File: src/rtl/ld3320_cmd_dispatch.sv
// ld3320_cmd_dispatch: captures recognised codes from the LD3320 front-end,
// rejects out-of-range codes and queues accepted commands in a small FIFO
// with a valid/ready handshake toward the application logic.
// Optional repeat suppression window is built when GUARD_FILTER_EN is defined.
module ld3320_cmd_dispatch #(
    parameter logic [7:0]  MAX_CODE     = 8'd15,
    parameter int unsigned FIFO_DEPTH   = 4,
    parameter logic [23:0] GUARD_CYCLES = 24'd5000000
) (
    input  logic                          clk,
    input  logic                          sys_rst,
    input  logic                          enable,
    output logic                          asr_ena,
    input  logic [7:0]                    result_valid,
    input  logic                          result_ready,
    output logic [7:0]                    cmd_code,
    output logic                          cmd_valid,
    input  logic                          cmd_ready,
    output logic [$clog2(FIFO_DEPTH):0]   fifo_count,
    output logic                          overflow,
    output logic [7:0]                    invalid_cnt
);

    localparam int unsigned CODE_W  = 8;
    localparam int unsigned GUARD_W = 24;
    localparam int unsigned PTR_W   = $clog2(FIFO_DEPTH);
    localparam int unsigned CNT_W   = PTR_W + 1;

    typedef enum logic [1:0] {
        ST_IDLE     = 2'd0,
        ST_WAIT_RES = 2'd1,
        ST_CHECK    = 2'd2,
        ST_PUSH     = 2'd3
    } state_e;

    state_e state_q, state_d;

    logic                rdy_q, rdy_d;
    logic                asr_ena_q, asr_ena_d;
    logic [CODE_W-1:0]   cap_code_q, cap_code_d;
    logic [CODE_W-1:0]   invalid_cnt_q, invalid_cnt_d;
    logic                overflow_q, overflow_d;
    logic [PTR_W-1:0]    wr_ptr_q, wr_ptr_d;
    logic [PTR_W-1:0]    rd_ptr_q, rd_ptr_d;
    logic [CNT_W-1:0]    count_q, count_d;
    logic [CODE_W-1:0]   mem_q [FIFO_DEPTH];
    logic [CODE_W-1:0]   mem_d [FIFO_DEPTH];

    logic rise_c;
    logic invalid_c;
    logic repeat_c;
    logic capture_c;
    logic check_bad_c;
    logic push_req_c;
    logic drop_edge_c;
    logic full_c;
    logic pop_c;
    logic push_c;

    assign rise_c    = result_ready & ~rdy_q;
    assign invalid_c = (cap_code_q == '0) || (cap_code_q > MAX_CODE);

    // FSM state register
    always_ff @(posedge clk or posedge sys_rst) begin
        if (sys_rst) begin
            state_q <= ST_IDLE;
        end else begin
            state_q <= state_d;
        end
    end

    // FSM next state; disable in WAIT_RES wins over a new strobe
    always_comb begin
        state_d = state_q;
        case (state_q)
            ST_IDLE: begin
                if (enable) state_d = ST_WAIT_RES;
            end
            ST_WAIT_RES: begin
                if (!enable)     state_d = ST_IDLE;
                else if (rise_c) state_d = ST_CHECK;
            end
            ST_CHECK: begin
                if (invalid_c || repeat_c) state_d = ST_WAIT_RES;
                else                       state_d = ST_PUSH;
            end
            ST_PUSH: begin
                state_d = ST_WAIT_RES;
            end
            default: state_d = ST_IDLE;
        endcase
    end

    // FSM decoded controls for the datapath
    always_comb begin
        capture_c   = 1'b0;
        check_bad_c = 1'b0;
        push_req_c  = 1'b0;
        drop_edge_c = 1'b0;
        case (state_q)
            ST_WAIT_RES: capture_c = enable & rise_c;
            ST_CHECK: begin
                check_bad_c = invalid_c;
                drop_edge_c = rise_c;
            end
            ST_PUSH: begin
                push_req_c  = 1'b1;
                drop_edge_c = rise_c;
            end
            default: ;
        endcase
    end

`ifdef GUARD_FILTER_EN
    logic [CODE_W-1:0]  last_code_q, last_code_d;
    logic [GUARD_W-1:0] guard_q, guard_d;

    assign repeat_c = (cap_code_q == last_code_q) && (guard_q != '0);

    // Repeat window: reload on every accepted write, count down otherwise
    always_comb begin
        last_code_d = last_code_q;
        guard_d     = guard_q;
        if (guard_q != '0) guard_d = guard_q - GUARD_W'(1);
        if (push_c) begin
            last_code_d = cap_code_q;
            guard_d     = GUARD_CYCLES - GUARD_W'(1);
        end
    end

    // Repeat window registers
    always_ff @(posedge clk or posedge sys_rst) begin
        if (sys_rst) begin
            last_code_q <= '0;
            guard_q     <= '0;
        end else begin
            last_code_q <= last_code_d;
            guard_q     <= guard_d;
        end
    end
`else
    logic unused_guard_c;
    assign repeat_c       = 1'b0;
    assign unused_guard_c = ^GUARD_CYCLES;
`endif

    assign full_c = (count_q == CNT_W'(FIFO_DEPTH));
    assign pop_c  = cmd_valid & cmd_ready;
    // a full queue still takes the write when the head leaves in the same cycle
    assign push_c = push_req_c & (~full_c | pop_c);

    // Datapath next state: strobe edge, capture, counters, FIFO
    always_comb begin
        rdy_d         = result_ready;
        asr_ena_d     = enable;
        cap_code_d    = cap_code_q;
        invalid_cnt_d = invalid_cnt_q;
        overflow_d    = overflow_q;
        wr_ptr_d      = wr_ptr_q;
        rd_ptr_d      = rd_ptr_q;
        count_d       = count_q;
        mem_d         = mem_q;

        if (capture_c) cap_code_d = result_valid;

        if (check_bad_c && (invalid_cnt_q != 8'hFF)) begin
            invalid_cnt_d = invalid_cnt_q + CODE_W'(1);
        end

        if (drop_edge_c || (push_req_c && !push_c)) overflow_d = 1'b1;

        if (push_c) begin
            mem_d[wr_ptr_q] = cap_code_q;
            wr_ptr_d        = wr_ptr_q + PTR_W'(1);
        end
        if (pop_c) begin
            rd_ptr_d = rd_ptr_q + PTR_W'(1);
        end

        case ({push_c, pop_c})
            2'b10:   count_d = count_q + CNT_W'(1);
            2'b01:   count_d = count_q - CNT_W'(1);
            default: count_d = count_q;
        endcase
    end

    // Datapath registers
    always_ff @(posedge clk or posedge sys_rst) begin
        if (sys_rst) begin
            rdy_q         <= 1'b0;
            asr_ena_q     <= 1'b0;
            cap_code_q    <= '0;
            invalid_cnt_q <= '0;
            overflow_q    <= 1'b0;
            wr_ptr_q      <= '0;
            rd_ptr_q      <= '0;
            count_q       <= '0;
            for (int unsigned i = 0; i < FIFO_DEPTH; i++) begin
                mem_q[i] <= '0;
            end
        end else begin
            rdy_q         <= rdy_d;
            asr_ena_q     <= asr_ena_d;
            cap_code_q    <= cap_code_d;
            invalid_cnt_q <= invalid_cnt_d;
            overflow_q    <= overflow_d;
            wr_ptr_q      <= wr_ptr_d;
            rd_ptr_q      <= rd_ptr_d;
            count_q       <= count_d;
            mem_q         <= mem_d;
        end
    end

    assign asr_ena     = asr_ena_q;
    assign cmd_code    = mem_q[rd_ptr_q];
    assign cmd_valid   = (count_q != '0);
    assign fifo_count  = count_q;
    assign overflow    = overflow_q;
    assign invalid_cnt = invalid_cnt_q;

endmodule

File: config.mk
export PLATFORM = sky130hd
export DESIGN_NAME = ld3320_cmd_dispatch
export DESIGN_NICKNAME = d
export VERILOG_FILES = /design/src/rtl/ld3320_cmd_dispatch.sv
export SDC_FILE = /design/constraint.sdc
export NUM_CORES = 1
export LEC_CHECK = 0
export ABC_AREA = 1
export BUFFER_PORTS_ARGS = -buffer_cell sky130_fd_sc_hd__buf_4
export CORE_AREA = 2 2 102 104
export CTS_CLUSTER_SIZE = 14
export DETAILED_ROUTE_END_ITERATION = 16
export DIE_AREA = 0 0 104 106
export SYNTH_ARGS = -nofsm -noshare
export SYNTH_HDL_FRONTEND = slang
export SYNTH_SLANG_ARGS = --single-unit
File: constraint.sdc
create_clock -name clk -period 2.8 [get_ports clk]
set_input_delay 0.56 -clock clk [delete_from_list [all_inputs] [get_ports clk]]
set_output_delay 0.56 -clock clk [all_outputs]
set_load 0.01 [all_outputs]
Yosys cells after proc, flatten, opt, wreduce, memory -nomap -nowiden:

Cells that the tools add are included.

* bits in registers: 60
* word-level logic and storage cells: 68
* output and inout port bits: 22

* $add $sub $neg: 5
* $lt $le $gt $ge: 4
* bitwise logic cells: 9
* reduce and logical (&&, ||, !) cells: 12
* muxes and demuxes: 16
* equality and inequality tests: 9

Operator list (number)
* 32-bit bitwise mux: 1
* 8-bit two-way mux: 3
* 8-bit binary-select mux with 2-bit select: 1
* 8-bit demux with 2-bit select: 1
* 8-bit by 1-bit adder with 8-bit output (second input constant): 1
* 8-bit by 4-bit > comparator with 1-bit output (second input constant): 1
* 8-bit zero test: 1
* 2-bit two-way mux: 4
* 8-bit inequality test (second input constant): 1
* 2-bit case mux with 4 select lines: 1
* 2-bit == test (second input constant): 3
* 3-bit >= comparator (second input constant): 2
* 2-bit inverter with 3-bit output: 2
* 3-bit case mux with 2 select lines: 1
* 2-bit by 1-bit adder with 2-bit output (second input constant): 2
* 1-bit AND: 4
* 2-bit by 1-bit == test with 1-bit output (second input constant): 2
* 1-bit two-way mux: 4
* 3-bit by 1-bit adder with 3-bit output (second input constant): 1
* 3-bit == test (second input constant): 1
* 1-bit logical AND: 3
* 3-bit by 1-bit less-than comparator with 1-bit output (second input constant): 1
* 3-bit inequality test (second input constant): 1
* 3-bit nonzero test: 1
* 10 further kinds: 12

Depth between registers and ports, before layout:

Gate-level depths: netlist (run 1).

* depth after elaboration: 7
* depth in mapped cells: 9
* gate-level depth less buffers: 9

Worst setup path after synthesis (run 1):

OpenSTA, ideal clock, no wires.

* path type: register to register
* from: register state_q[0]
* to: register count_q[2] (netlist: fifo_count[2])
* cell stages (with the launch flop): 10
* path slack: 1.128 ns
* period minus slack after synthesis: 1.672 ns
* arrival: 1.610 ns
* cell sequence: dfrtp_1 -> ha_1 -> inv_1 -> nand3_1 -> fa_1 -> inv_1 -> nand3_1 -> nand3_1 -> nand2_1 -> inv_1

* cells in the longest elaborated chain, start to end: 5
* elaborated cells between the ends (all ways): 7
* classes of those cells: eq/ne (3); mux (2); bitwise (1); reduce/logical (1)

Ends and longest elaborated chain
* start, declared: line 36 `state_e state_q, state_d;`
* start signal, assigned: line 68 `state_q <= state_d;`
* 2-bit == test (*): line 100 `case (state_q)`
* 1-bit two-way mux (*): line 100
* 1-bit AND (*): line 150 `assign push_c = push_req_c & (~full_c | pop_c);`
* 2-bit by 1-bit == test with 1-bit output / 2-bit == test (equally long branches): line 180 `case ({push_c, pop_c})`
* 3-bit case mux with 2 select lines / 2-bit nonzero test (equally long branches)
* end signal, assigned: line 209 `count_q <= count_d;`
* end, declared: line 45 `logic [CNT_W-1:0] count_q, count_d;`

Every way passes the cells marked *; elsewhere a longest branch is shown, timed or not.
A chain may end at the register's enable or synchronous reset.

Worst setup path in the final report (run 1):

* from: register rd_ptr_q[1]
* to: output cmd_code[0]

* cells in the longest elaborated chain, start to end: 4

Ends and longest elaborated chain
* start, declared: line 44 `logic [PTR_W-1:0] rd_ptr_q, rd_ptr_d;`
* start signal, assigned: line 208 `rd_ptr_q <= rd_ptr_d;`
* 2-bit inverter with 3-bit output (implied by the code): line 215 `assign cmd_code = mem_q[rd_ptr_q];`
* 8-bit binary-select mux with 2-bit select: line 215
* 8-bit two-way mux (implied by the code) (2 in series): line 215
* end, declared: line 16 `output logic [7:0] cmd_code,`

No other way between the ends. The select of a mux whose other input is x is not followed.

==> results of run 1 <==
cells in the mapped netlist, drive strengths merged:
library cell   n
clkbuf         3
nand4          1
o22ai          9
nand2         87
inv           32
nor2          37
xor2           8
ha             9
a21oi         10
o21ai         53
xnor2          1
dfrtp         60
nor3           2
nand3          8
o211ai         1
buf            6
fa             1
a21boi         1
sequential cells by signal (all words and copies together) (netlist names):
name	flops
mem_q	32
cap_code_q	8
invalid_cnt	8
fifo_count	3
rd_ptr_q	2
state_q	2
wr_ptr_q	2
asr_ena	1
overflow	1
rdy_q	1
final cells by class:
| class | instances | share of cell area (%) |
|---|---|---|
| clock buffers | 12 | 4.42 |
| inverters | 32 | 3.42 |
| multi-input cells | 228 | 34.0 |
| flip-flops and latches | 60 | 42.7 |
| well taps | 136 | 4.84 |
| clock inverters | 4 | 2.71 |
| repair buffers | 37 | 7.91 |
layer usage:
metal / vias to the layer above / routed length [um] / global-route usage [%]
met4: 0 / 74 / 4.34
met1: 1042 / 2980 / 15.4
li1: 1144 / - / -
met5: - / 0 / 0
met3: 5 / 289 / 4.23
met2: 44 / 2960 / 20.7
worst max-delay path: stages, from the launching register on:
cell,delay (ps)
sky130_fd_sc_hd__dfrtp_1,500
sky130_fd_sc_hd__inv_1,260
sky130_fd_sc_hd__o21ai_0,130
sky130_fd_sc_hd__o22ai_1,160
sky130_fd_sc_hd__buf_4,150
path summary, 6_finish.rpt:
check | slack (ps) | cells after the start | endpoint
setup / recovery | 710 | 4 | cmd_code[0]
hold / removal | 250 | 2 | cap_code_q[6]
setup reg to reg | 960 | 9 | fifo_count[2]
hold reg to reg | 480 | 2 | mem_q[12]
max in group asynchronous | 1850 | 3 | mem_q[30]
min in group clk | 340 | 1 | rdy_q
cell families after synthesis:
group                    after synthesis
flip-flops                            60
AND/OR/NAND/NOR                      135
adder cells (fa/ha/maj)               10
AO/OA/AOI/OAI                         74
buffers and inverters                 41
XOR/XNOR                               9
per-stage QoR:
step           instance area (um2)  hold WS, ps  worst slack, ps  std cells
2_1_floorplan                 2880          450              755        329
3_3_place_gp                  3260          465              978        493
3_5_place_dp                  3260          464              987        493
4_1_cts                       3510          260              651        509
5_1_grt                       3510          272              516        509
6_report                      3510          255              711        509
power by group through the flow:
| stage | clock network, mW | registers, mW | logic, mW |
|---|---|---|---|
| after floorplan | 0 | 1.37 | 0.980 |
| after global placement | 0 | 1.41 | 1.41 |
| after detailed placement | 0 | 1.42 | 1.46 |
| after CTS | 1.00 | 1.41 | 1.47 |
| after global routing | 1.04 | 1.45 | 1.67 |
| final | 0.978 | 1.40 | 1.44 |
==> run summary, run 1 <==
RUN STATUS
-------------------------------------------------------------------------------------
Result of the run                                                           completed

DETAILED ROUTING
-------------------------------------------------------------------------------------
Total via count after detailed routing                                           2235
First-pass iteration count of the detailed router                                   6
Detailed Route Iter0 Violations                                                    79
Total wire length                                                             6.31 mm
DRC violation count after routing                                                   0
Ratio of routed vias to standard cells                                           4.39
Average wire length per cell after detail routing                             12.4 um
Remaining antenna violation count                                                   0

LOGIC SYNTHESIS
-------------------------------------------------------------------------------------
Ranking of synthesized cells by area                                     sky130_fd_sc_hd__dfrtp_1 52%, sky130_fd_sc_hd__nand2_1 11%, sky130_fd_sc_hd__nor2_1 4.7%
Synth Area in Simple Gates                                                      19.2%
Netlist area before placement                                                2880 um2
Post-synthesis cell type with the largest combined area                  sky130_fd_sc_hd__dfrtp_1
Mean area per synthesized cell                                               8.76 um2
Synthesized flop and latch total                                                   60
Yosys synthesis warning count                                                       0
Synthesized-area fraction occupied by adder cells                               4.60%
Area fraction in compound gates after synthesis                                 14.9%
Sequential element share of the synthesized area                                52.1%
Gate Count Post-Synth                                                             329
Library cells used by synthesis                                                    24
Proportion of netlist area held by the largest area contributor                 52.1%
Mux cell area share after synthesis                                                0%
Xor-xnor portion of the synthesized cell area                                   2.74%
Largest family of logic cells by synthesized area                        simple AND/OR/NAND/NOR gates
Synthesized netlist net count                                                     352

PWR
-------------------------------------------------------------------------------------
Maximum VDD drop                                                               286 uV
Share of total power in the clock network                                       25.6%
Switching fraction of total power                                               36.5%
Proportion of power drawn by combinational gates                                37.7%
Net Switching                                                                 1.39 mW
Standby leakage power                                                         1.77 nW
Pwr Total                                                                     3.82 mW
PwrDens                                                                   1090 nW/um2
Share of power burned in registers                                              36.7%
P_int                                                                         2.43 mW

STA
-------------------------------------------------------------------------------------
Final hold violation count                                                          0
RSZ-0062 raised after global routing                                               no
Crit share post-route                                                           74.6%
Least-Margin Pin Slew                                                          600 ps
Rel. slew slack                                                                 59.9%
Worst Skew                                                                    8.47 ps
Highest attainable clock frequency                                          0.479 GHz
Clock period minus final worst setup slack                                    2090 ps
Number of max-slew violations in the final report                                   0
Post-Route Setup TNS                                                             0 ps
Number of setup violations in the final report                                      0

WORST SETUP PATH
-------------------------------------------------------------------------------------
Sort of element at the end of the critical path                          primary output
CP Launch Point                                                           rd_ptr_q[1]
Arr. time, crit path                                                          1530 ps
Critical Path Fanout Max                                                           10
Reg2reg start                                                              state_q[0]
Type of origin of the critical path                                              flop
Kind of critical path                                                         reg2out
Required time at the worst-slack endpoint                                     2240 ps

GRT
-------------------------------------------------------------------------------------
Overflow left after global routing                                                  0
Via count of the first global-routing pass                                       2285
Wire length of the first global-routing pass                                  10.9 mm
Largest net degree at the start of global routing                                  25
Number of antenna violations at the first check in global routing                   0
Tot GR Track Use                                                                12.6%

CTS
-------------------------------------------------------------------------------------
Clock tree root buffer cell                                              sky130_fd_sc_hd__clkbuf_8
Setup repair bufs after CTS                                                         0
Number of sinks driven by the clock tree                                           60
Clock insertion delay at the later pin of the skew report                      330 ps
Cts bufs inserted                                                                   9
Clock buffer depth                                                                  2
Clock tree from TritonCTS                                                         yes
Number of hold-repair buffers added at the cts stage                                0
Number of levels in the clock H-tree                                                3
Post-cts resize count                                                               0
CTS clk-pin slew, worst paths                                                   70 ps

DIE
-------------------------------------------------------------------------------------
Placeable core region                                                       10000 um2
Vertical die dimension                                                         106 um
Die Wd                                                                         104 um
Site row count                                                                     37
Die area                                                                    11000 um2
I/O pin count                                                                      35
Initial core utilization                                                        28.8%

LAYOUT
-------------------------------------------------------------------------------------
Final net count                                                                   391
Area of the multi-input gates                                                1190 um2
Area taken by flip-flops and latches                                         1500 um2
Fill cell total of the finished layout                                           1083
Count of antenna diodes in the layout                                               0
Final core occ                                                                  35.1%
Top library cells by usage in the layout, fill and taps aside            83 x sky130_fd_sc_hd__nand2_1, 60 x sky130_fd_sc_hd__dfrtp_1, 37 x sky130_fd_sc_hd__buf_4, 36 x sky130_fd_sc_hd__nor2_1, 31 x sky130_fd_sc_hd__inv_1
Share of cells above drive strength 1                                           18.0%
Area added between synthesis and finish                                         21.9%
Most frequent standard cell in the layout excluding fill and tap cells   sky130_fd_sc_hd__nand2_1

PLACEMENT
-------------------------------------------------------------------------------------
Gpl congestion                                                                  0.765
Input/output buffers                                                               34
Half-perimeter wire length of the detailed placement result                   4.48 mm

MIN PATH
-------------------------------------------------------------------------------------
Tightest Hold Check Type                                                     in2async

RUN
-------------------------------------------------------------------------------------
Number of maximum-capacitance constraint violations                                 0

No activity file was read; power rests on OpenSTA's default activity.
==> run 2, diff against run 1 <==
clock period = 2 ns   (was 2.8 ns; I/O delays follow)
==> run 2 against run 1 <==
  * Clock skew shrank 2.3 ps
  * Largest power group unchanged
  * Critical path type unchanged
  * Clock power grew 13%
  * Highest routed layer unchanged
  * Design area increased by 0.64%
  * Register-to-register slack lost 820 ps
  * Hold slack got worse by 160 ps
  * Final cell count up 0.79%
  * Non-clock buffer count grew 4
  * First-iteration DRC count is 30% higher
  * Critical path depth stayed put
  * Sequential share of layout area down 0.27 points
  * Flip-flop and latch count is the same
  * Worst setup slack lost 590 ps
==> run summary, run 2 (synthesized netlist as in run 1, its figures left out) <==
GRT
-------------------------------------------------------------------------------------
Largest net degree at the start of global routing                                  24   was 25
Overflow left after global routing                                                  0   unchanged
Wire length of the first global-routing pass                                  11.2 mm   was 10.9 mm
Number of antenna violations at the first check in global routing                   0   unchanged
Via count of the first global-routing pass                                       2315   was 2285
Tot GR Track Use                                                                12.7%   was 12.6%

LAYOUT
-------------------------------------------------------------------------------------
Most frequent standard cell in the layout excluding fill and tap cells   sky130_fd_sc_hd__nand2_1   unchanged
Final instance area                                                          3540 um2   was 3510 um2
Fill cell total of the finished layout                                           1072   was 1083
Top library cells by usage in the layout, fill and taps aside            83 x sky130_fd_sc_hd__nand2_1, 60 x sky130_fd_sc_hd__dfrtp_1, 38 x sky130_fd_sc_hd__buf_4, 36 x sky130_fd_sc_hd__nor2_1, 29 x sky130_fd_sc_hd__inv_1   was 83 x sky130_fd_sc_hd__nand2_1, 60 x sky130_fd_sc_hd__dfrtp_1, 37 x sky130_fd_sc_hd__buf_4, 36 x sky130_fd_sc_hd__nor2_1, 31 x sky130_fd_sc_hd__inv_1
Register with the most flip-flops                                               mem_q   unchanged
Count of antenna diodes in the layout                                               0   unchanged
Flip-flop count of the largest register, all copies and words added                32   unchanged
Final net count                                                                   395   was 391
Area added between synthesis and finish                                         22.7%   was 21.9%
Share of cells above drive strength 1                                           19.6%   was 18.0%

DIE
-------------------------------------------------------------------------------------
Initial core utilization                                                        28.8%   unchanged
Die Wd                                                                         104 um   unchanged
Die area                                                                    11000 um2   unchanged
I/O pin count                                                                      35   unchanged
Site row count                                                                     37   unchanged
Vertical die dimension                                                         106 um   unchanged
Placeable core region                                                       10000 um2   unchanged

RUN
-------------------------------------------------------------------------------------
Number of maximum-capacitance constraint violations                                 0   unchanged

RUN STATUS
-------------------------------------------------------------------------------------
Result of the run                                                           completed   unchanged

MIN PATH
-------------------------------------------------------------------------------------
Tightest Hold Check Type                                                     in2async   unchanged

WORST SETUP PATH
-------------------------------------------------------------------------------------
Arr. time, crit path                                                          1470 ps   was 1530 ps
Sort of element at the end of the critical path                          primary output   unchanged
Type of origin of the critical path                                              flop   unchanged
Reg2reg start                                                              state_q[0]   unchanged
Worst path max stage delay                                                     390 ps   was 500 ps
Kind of critical path                                                         reg2out   unchanged
Cell with the biggest individual delay on the critical path              sky130_fd_sc_hd__dfrtp_1   unchanged
Critical Path Fanout Max                                                           17   was 10
Required time at the worst-slack endpoint                                     1600 ps   was 2240 ps
Setup slack of the most critical reg-to-reg path                               140 ps   was 960 ps
Worst setup path endpoint                                                 cmd_code[7]   was cmd_code[0]
Depth of the worst register-to-register path                                        9   unchanged
Endpoint of the lowest-slack register-to-register path                   fifo_count[2]   unchanged
CP Launch Point                                                           rd_ptr_q[0]   was rd_ptr_q[1]
Chain of cells forming the critical path                                 buf_4 -> o21ai_0 -> o22ai_1 -> buf_4   was inv_1 -> o21ai_0 -> o22ai_1 -> buf_4
Most Frequent Cell on Critical Path                                      sky130_fd_sc_hd__buf_4

CTS
-------------------------------------------------------------------------------------
Cts bufs inserted                                                                   9   unchanged
Number of sinks driven by the clock tree                                           60   unchanged
Clock tree root buffer cell                                              sky130_fd_sc_hd__clkbuf_8   unchanged
Clock tree from TritonCTS                                                         yes   unchanged
Clock insertion delay at the later pin of the skew report                      340 ps   was 330 ps
CTS clk-pin slew, worst paths                                                   70 ps   about the same
Number of levels in the clock H-tree                                                3   unchanged
Clock buffer depth                                                                  2   unchanged
Number of hold-repair buffers added at the cts stage                                0   unchanged

PWR
-------------------------------------------------------------------------------------
Maximum VDD drop                                                               372 uV   was 286 uV
Standby leakage power                                                         1.76 nW   was 1.77 nW
PwrDens                                                                   1470 nW/um2   was 1090 nW/um2

STA
-------------------------------------------------------------------------------------
Final hold violation count                                                          0   unchanged
Worst Skew                                                                    6.17 ps   was 8.47 ps
Crit share post-route                                                           93.7%
Highest attainable clock frequency                                          0.533 GHz
Number of max-slew violations in the final report                                   0   unchanged
RSZ-0062 raised after global routing                                               no   unchanged
Least-Margin Pin Slew                                                          544 ps   was 600 ps
Clock period minus final worst setup slack                                    1870 ps
Rel. slew slack                                                                 63.6%   was 59.9%
Post-Route Setup TNS                                                             0 ps   unchanged
Number of setup violations in the final report                                      0   unchanged

PLACEMENT
-------------------------------------------------------------------------------------
Half-perimeter wire length of the detailed placement result                   4.48 mm   about the same
Gpl congestion                                                                  0.780   was 0.765
Input/output buffers                                                               34   unchanged
Cell area after placement                                                    3310 um2   was 3260 um2

DETAILED ROUTING
-------------------------------------------------------------------------------------
Average wire length per cell after detail routing                             12.5 um   was 12.4 um
First-pass iteration count of the detailed router                                   4   was 6
Total wire length                                                             6.40 mm   was 6.31 mm
Remaining antenna violation count                                                   0   unchanged
DRC violation count after routing                                                   0   unchanged
Total via count after detailed routing                                           2294   was 2235
Ratio of routed vias to standard cells                                           4.47   was 4.39
Detailed Route Iter0 Violations                                                   103   was 79

## run 2: cell count changes in the layout (fill, tap and decap cells not counted), sizes merged
cell	before	now
buf	37	41
bufinv	3	1
clkbuf	12	10
clkinv	1	3
clkinvlp	0	3
inv	32	31
## run 2: area by class of cell
| class | instances | area [um2] | share of cell area, % |
|---|---|---|---|
| clock buffers | 10 | 138 | 3.89 |
| repair buffers | 41 | 345 | 9.77 |
| well taps | 136 | 170 | 4.81 |
| clock inverters | 6 | 63.8 | 1.80 |
| multi-input cells | 228 | 1190 | 33.8 |
| inverters | 32 | 124 | 3.50 |
| flip-flops and latches | 60 | 1500 | 42.5 |
## run 2: layer usage
| metal | share of wire [%] | global-route usage [%] | vias to the layer above |
|---|---|---|---|
| li1 | - | - | 1144 |
| met1 | 46 | 16.3 | 1091 |
| met2 | 48 | 20.6 | 49 |
| met3 | 3.9 | 2.39 | 10 |
| met4 | 2.0 | 6.37 | 0 |
| met5 | 0 | 0 | - |
## run 2: worst min-delay path by stage
stage,startpoint,endpoint,slack [ps]
3_5_place_dp,mem_q[17],mem_q[17],460
6_report,sys_rst,cap_code_q[5],100
5_1_grt,sys_rst,rd_ptr_q[0],120
4_1_cts,sys_rst,cap_code_q[5],110
3_3_place_gp,mem_q[17],mem_q[17],460
2_1_floorplan,enable,asr_ena,430
## run 2: where the power goes
group | switching [mW] | internal (mW) | total [mW]
clock | 0.499 | 0.606 | 1.11
combinational | 1.22 | 0.893 | 2.11
sequential | 0.288 | 1.68 | 1.96
total | 2.01 | 3.18 | 5.18
## run 2: what timing repair did
item                                    CTS  global route
endpoints found under the setup margin    2             8
pin swaps                                 0             0
resized for setup                         1             1
setup buffers                             0             1
## run 2: per-stage QoR
step           cells  hold slack (ps)  setup WS [ps]  total power, mW  util (%)
2_1_floorplan    329              431            115             3.30         -
3_3_place_gp     496              465            269             4.01      33.1
3_5_place_dp     496              465            171             4.08      33.1
4_1_cts          512              107           49.1             5.21      35.2
5_1_grt          513              118           1.24             5.66      35.4
6_report         513             97.6            126             5.18      35.4
## run 2: critical path, delay by kind of cell (launching register included)
family | cells | cell delay, ps
flip-flops | 1 | 390
AO/OA/AOI/OAI | 2 | 330
buffers and inverters | 2 | 410
==> run 3, diff against run 2 <==
RECOVER_POWER = 100   (was unset)
==> run 3 against run 2 <==
  * Clock power about the same
  * Sequential share of layout area rose by 1.9 points
  * Non-clock buffer count stayed put
  * Sequential power about the same
  * Routed wire length grew 0.25%
  * Via count decreased by 1.1%
  * Maximum frequency is 1.5% higher
  * Critical path type unchanged
  * Highest routed layer unchanged
==> run summary, run 3 (synthesized netlist as in run 1, its figures left out) <==
RUN STATUS
-------------------------------------------------------------------------------------
Result of the run                                                           completed   unchanged

PWR
-------------------------------------------------------------------------------------
Maximum VDD drop                                                               369 uV   was 372 uV
PwrDens                                                                   1460 nW/um2   was 1470 nW/um2
Pwr Total                                                                     4.93 mW   was 5.18 mW
Standby leakage power                                                         1.63 nW   was 1.76 nW

CTS
-------------------------------------------------------------------------------------
Cts bufs inserted                                                                   9   unchanged
Number of sinks driven by the clock tree                                           60   unchanged
Number of levels in the clock H-tree                                                3   unchanged
CTS clk-pin slew, worst paths                                                   70 ps   about the same
Clock buffer depth                                                                  2   unchanged
Clock tree root buffer cell                                              sky130_fd_sc_hd__clkbuf_8   unchanged
Number of hold-repair buffers added at the cts stage                                0   unchanged
Clock tree from TritonCTS                                                         yes   unchanged
Clock insertion delay at the later pin of the skew report                      330 ps   was 340 ps

MIN PATH
-------------------------------------------------------------------------------------
Tightest Hold Check Type                                                       in2reg   was in2async

WORST SETUP PATH
-------------------------------------------------------------------------------------
Worst path max stage delay                                                     370 ps   was 390 ps
Chain of cells forming the critical path                                 buf_4 -> o21ai_0 -> o22ai_1 -> clkbuf_1   was buf_4 -> o21ai_0 -> o22ai_1 -> buf_4
Cell with the biggest individual delay on the critical path              sky130_fd_sc_hd__dfrtp_1   unchanged
Kind of critical path                                                         reg2out   unchanged
Required time at the worst-slack endpoint                                     1600 ps   about the same
Type of origin of the critical path                                              flop   unchanged
Critical Path Fanout Max                                                           17   unchanged
Arr. time, crit path                                                          1450 ps   was 1470 ps
Setup slack of the most critical reg-to-reg path                               160 ps   was 140 ps
Sort of element at the end of the critical path                          primary output   unchanged

GRT
-------------------------------------------------------------------------------------
Wire length of the first global-routing pass                                  11.2 mm   unchanged
Via count of the first global-routing pass                                       2315   unchanged
Tot GR Track Use                                                                12.7%   unchanged
Overflow left after global routing                                                  0   unchanged
Largest net degree at the start of global routing                                  24   unchanged
Number of antenna violations at the first check in global routing                   0   unchanged

PLACEMENT
-------------------------------------------------------------------------------------
Gpl congestion                                                                  0.780   unchanged
Post-placement cell count                                                         496   unchanged
Half-perimeter wire length of the detailed placement result                   4.48 mm   unchanged
Input/output buffers                                                               34   unchanged
Worst Setup Slack post-DPL                                                     171 ps   unchanged

LAYOUT
-------------------------------------------------------------------------------------
Area taken by flip-flops and latches                                         1500 um2   unchanged
Flip-flop count of the largest register, all copies and words added                32   unchanged
Final core occ                                                                  33.8%   was 35.4%
Fill cell total of the finished layout                                           1117   was 1072
Count of antenna diodes in the layout                                               0   unchanged
Area of the multi-input gates                                                1130 um2   was 1190 um2
Share of cells above drive strength 1                                           11.1%   was 19.6%
Post-route non-filler standard cell count                                         513   unchanged
Register with the most flip-flops                                               mem_q   unchanged
Final net count                                                                   395   unchanged
Top library cells by usage in the layout, fill and taps aside            83 x sky130_fd_sc_hd__nand2_1, 60 x sky130_fd_sc_hd__dfrtp_1, 49 x sky130_fd_sc_hd__o21ai_0, 37 x sky130_fd_sc_hd__nor2_1, 30 x sky130_fd_sc_hd__inv_1   was 83 x sky130_fd_sc_hd__nand2_1, 60 x sky130_fd_sc_hd__dfrtp_1, 38 x sky130_fd_sc_hd__buf_4, 36 x sky130_fd_sc_hd__nor2_1, 29 x sky130_fd_sc_hd__inv_1
Area added between synthesis and finish                                         17.4%   was 22.7%
Most frequent standard cell in the layout excluding fill and tap cells   sky130_fd_sc_hd__nand2_1   unchanged

STA
-------------------------------------------------------------------------------------
Clock period minus final worst setup slack                                    1850 ps   was 1870 ps
Final hold violation count                                                          0   unchanged
Least-Margin Pin Slew                                                         1020 ps   was 544 ps
Number of max-slew violations in the final report                                   0   unchanged
Worst Skew                                                                    8.75 ps   was 6.17 ps
Number of setup violations in the final report                                      0   unchanged
Crit share post-route                                                           92.4%   was 93.7%
Least setup slack across all paths after layout                                153 ps   was 126 ps
Rel. slew slack                                                                 32.2%   was 63.6%
Highest attainable clock frequency                                          0.541 GHz   was 0.533 GHz
Post-Route Setup TNS                                                             0 ps   unchanged
RSZ-0062 raised after global routing                                               no   unchanged

RUN
-------------------------------------------------------------------------------------
Number of maximum-capacitance constraint violations                                 0   unchanged

DIE
-------------------------------------------------------------------------------------
Vertical die dimension                                                         106 um   unchanged
Die area                                                                    11000 um2   unchanged
Die Wd                                                                         104 um   unchanged
Placeable core region                                                       10000 um2   unchanged
Site row count                                                                     37   unchanged
I/O pin count                                                                      35   unchanged
Initial core utilization                                                        28.8%   unchanged

DETAILED ROUTING
-------------------------------------------------------------------------------------
Ratio of routed vias to standard cells                                           4.42   was 4.47
Total via count after detailed routing                                           2269   was 2294
Remaining antenna violation count                                                   0   unchanged
Total wire length                                                             6.41 mm   was 6.40 mm
First-pass iteration count of the detailed router                                   4   unchanged
Average wire length per cell after detail routing                             12.5 um   about the same
Detailed Route Iter0 Violations                                                    98   was 103
DRC violation count after routing                                                   0   unchanged

-- run 3: changes by cell type in the layout (fill, tap and decap cells not counted), moves of 2 or more --
cell	before	now
sky130_fd_sc_hd__buf_4	38	16
sky130_fd_sc_hd__nand2_2	0	4
sky130_fd_sc_hd__clkbuf_4	0	2
sky130_fd_sc_hd__nand2_4	4	0
sky130_fd_sc_hd__o21ai_0	20	49
sky130_fd_sc_hd__clkbuf_1	0	20
sky130_fd_sc_hd__o21ai_1	25	4
sky130_fd_sc_hd__o21ai_2	8	0
sky130_fd_sc_hd__buf_12	3	1
-- run 3: path summary, 6_finish.rpt --
kind	start	endpoint	cells past startpoint
hold / removal	result_ready	rdy_q	1
setup / recovery	rd_ptr_q[0]	cmd_code[6]	4
min in group asynchronous	sys_rst	cap_code_q[5]	2
max in group asynchronous	sys_rst	cap_code_q[6]	3
setup reg to reg	state_q[0]	fifo_count[2]	9
hold reg to reg	mem_q[19]	mem_q[19]	2
-- run 3: layout make-up --
type | count | share of cell area, %
Timing Repair Buffer | 41 | 7.54
Clock inverter | 6 | 1.89
Multi-Input combinational cell | 228 | 33.5
Tap cell | 136 | 5.03
Sequential cell | 60 | 44.4
Inverter | 32 | 3.59
Clock buffer | 10 | 4.07
-- run 3: timing repair --
action | CTS | global route
pin swaps | 0 | 0
endpoints found under the setup margin | 2 | 8
buffers inserted | 0 | 1
cloned | 0 | 0
gates resized for setup | 1 | 1
-- run 3: through the flow --
step,area [um2],hold WS (ps)
2_1_floorplan,2880,431
3_3_place_gp,3310,465
3_5_place_dp,3310,465
4_1_cts,3520,107
5_1_grt,3380,191
6_report,3380,205
-- run 3: per-layer routing --
| metal | routed length, um | GRT usage [%] |
|---|---|---|
| met5 | 0 | 0 |
| met4 | 117 | 6.37 |
| met3 | 223 | 2.39 |
| met2 | 3040 | 20.6 |
| met1 | 3030 | 16.3 |
-- run 3: worst max-delay path: cells and delay by family (launching register included) --
| kind | cells | cell delay [ps] |
|---|---|---|
| buffers and inverters | 2 | 420 |
| DFF | 1 | 370 |
| AOI/OAI and AO/OA | 2 | 320 |
-- run 3: where the power goes --
group / total (mW) / internal [mW] / switching [mW]
Clock: 1.11 / 0.607 / 0.499
Sequential: 1.95 / 1.68 / 0.279
Combinational: 1.87 / 0.726 / 1.15
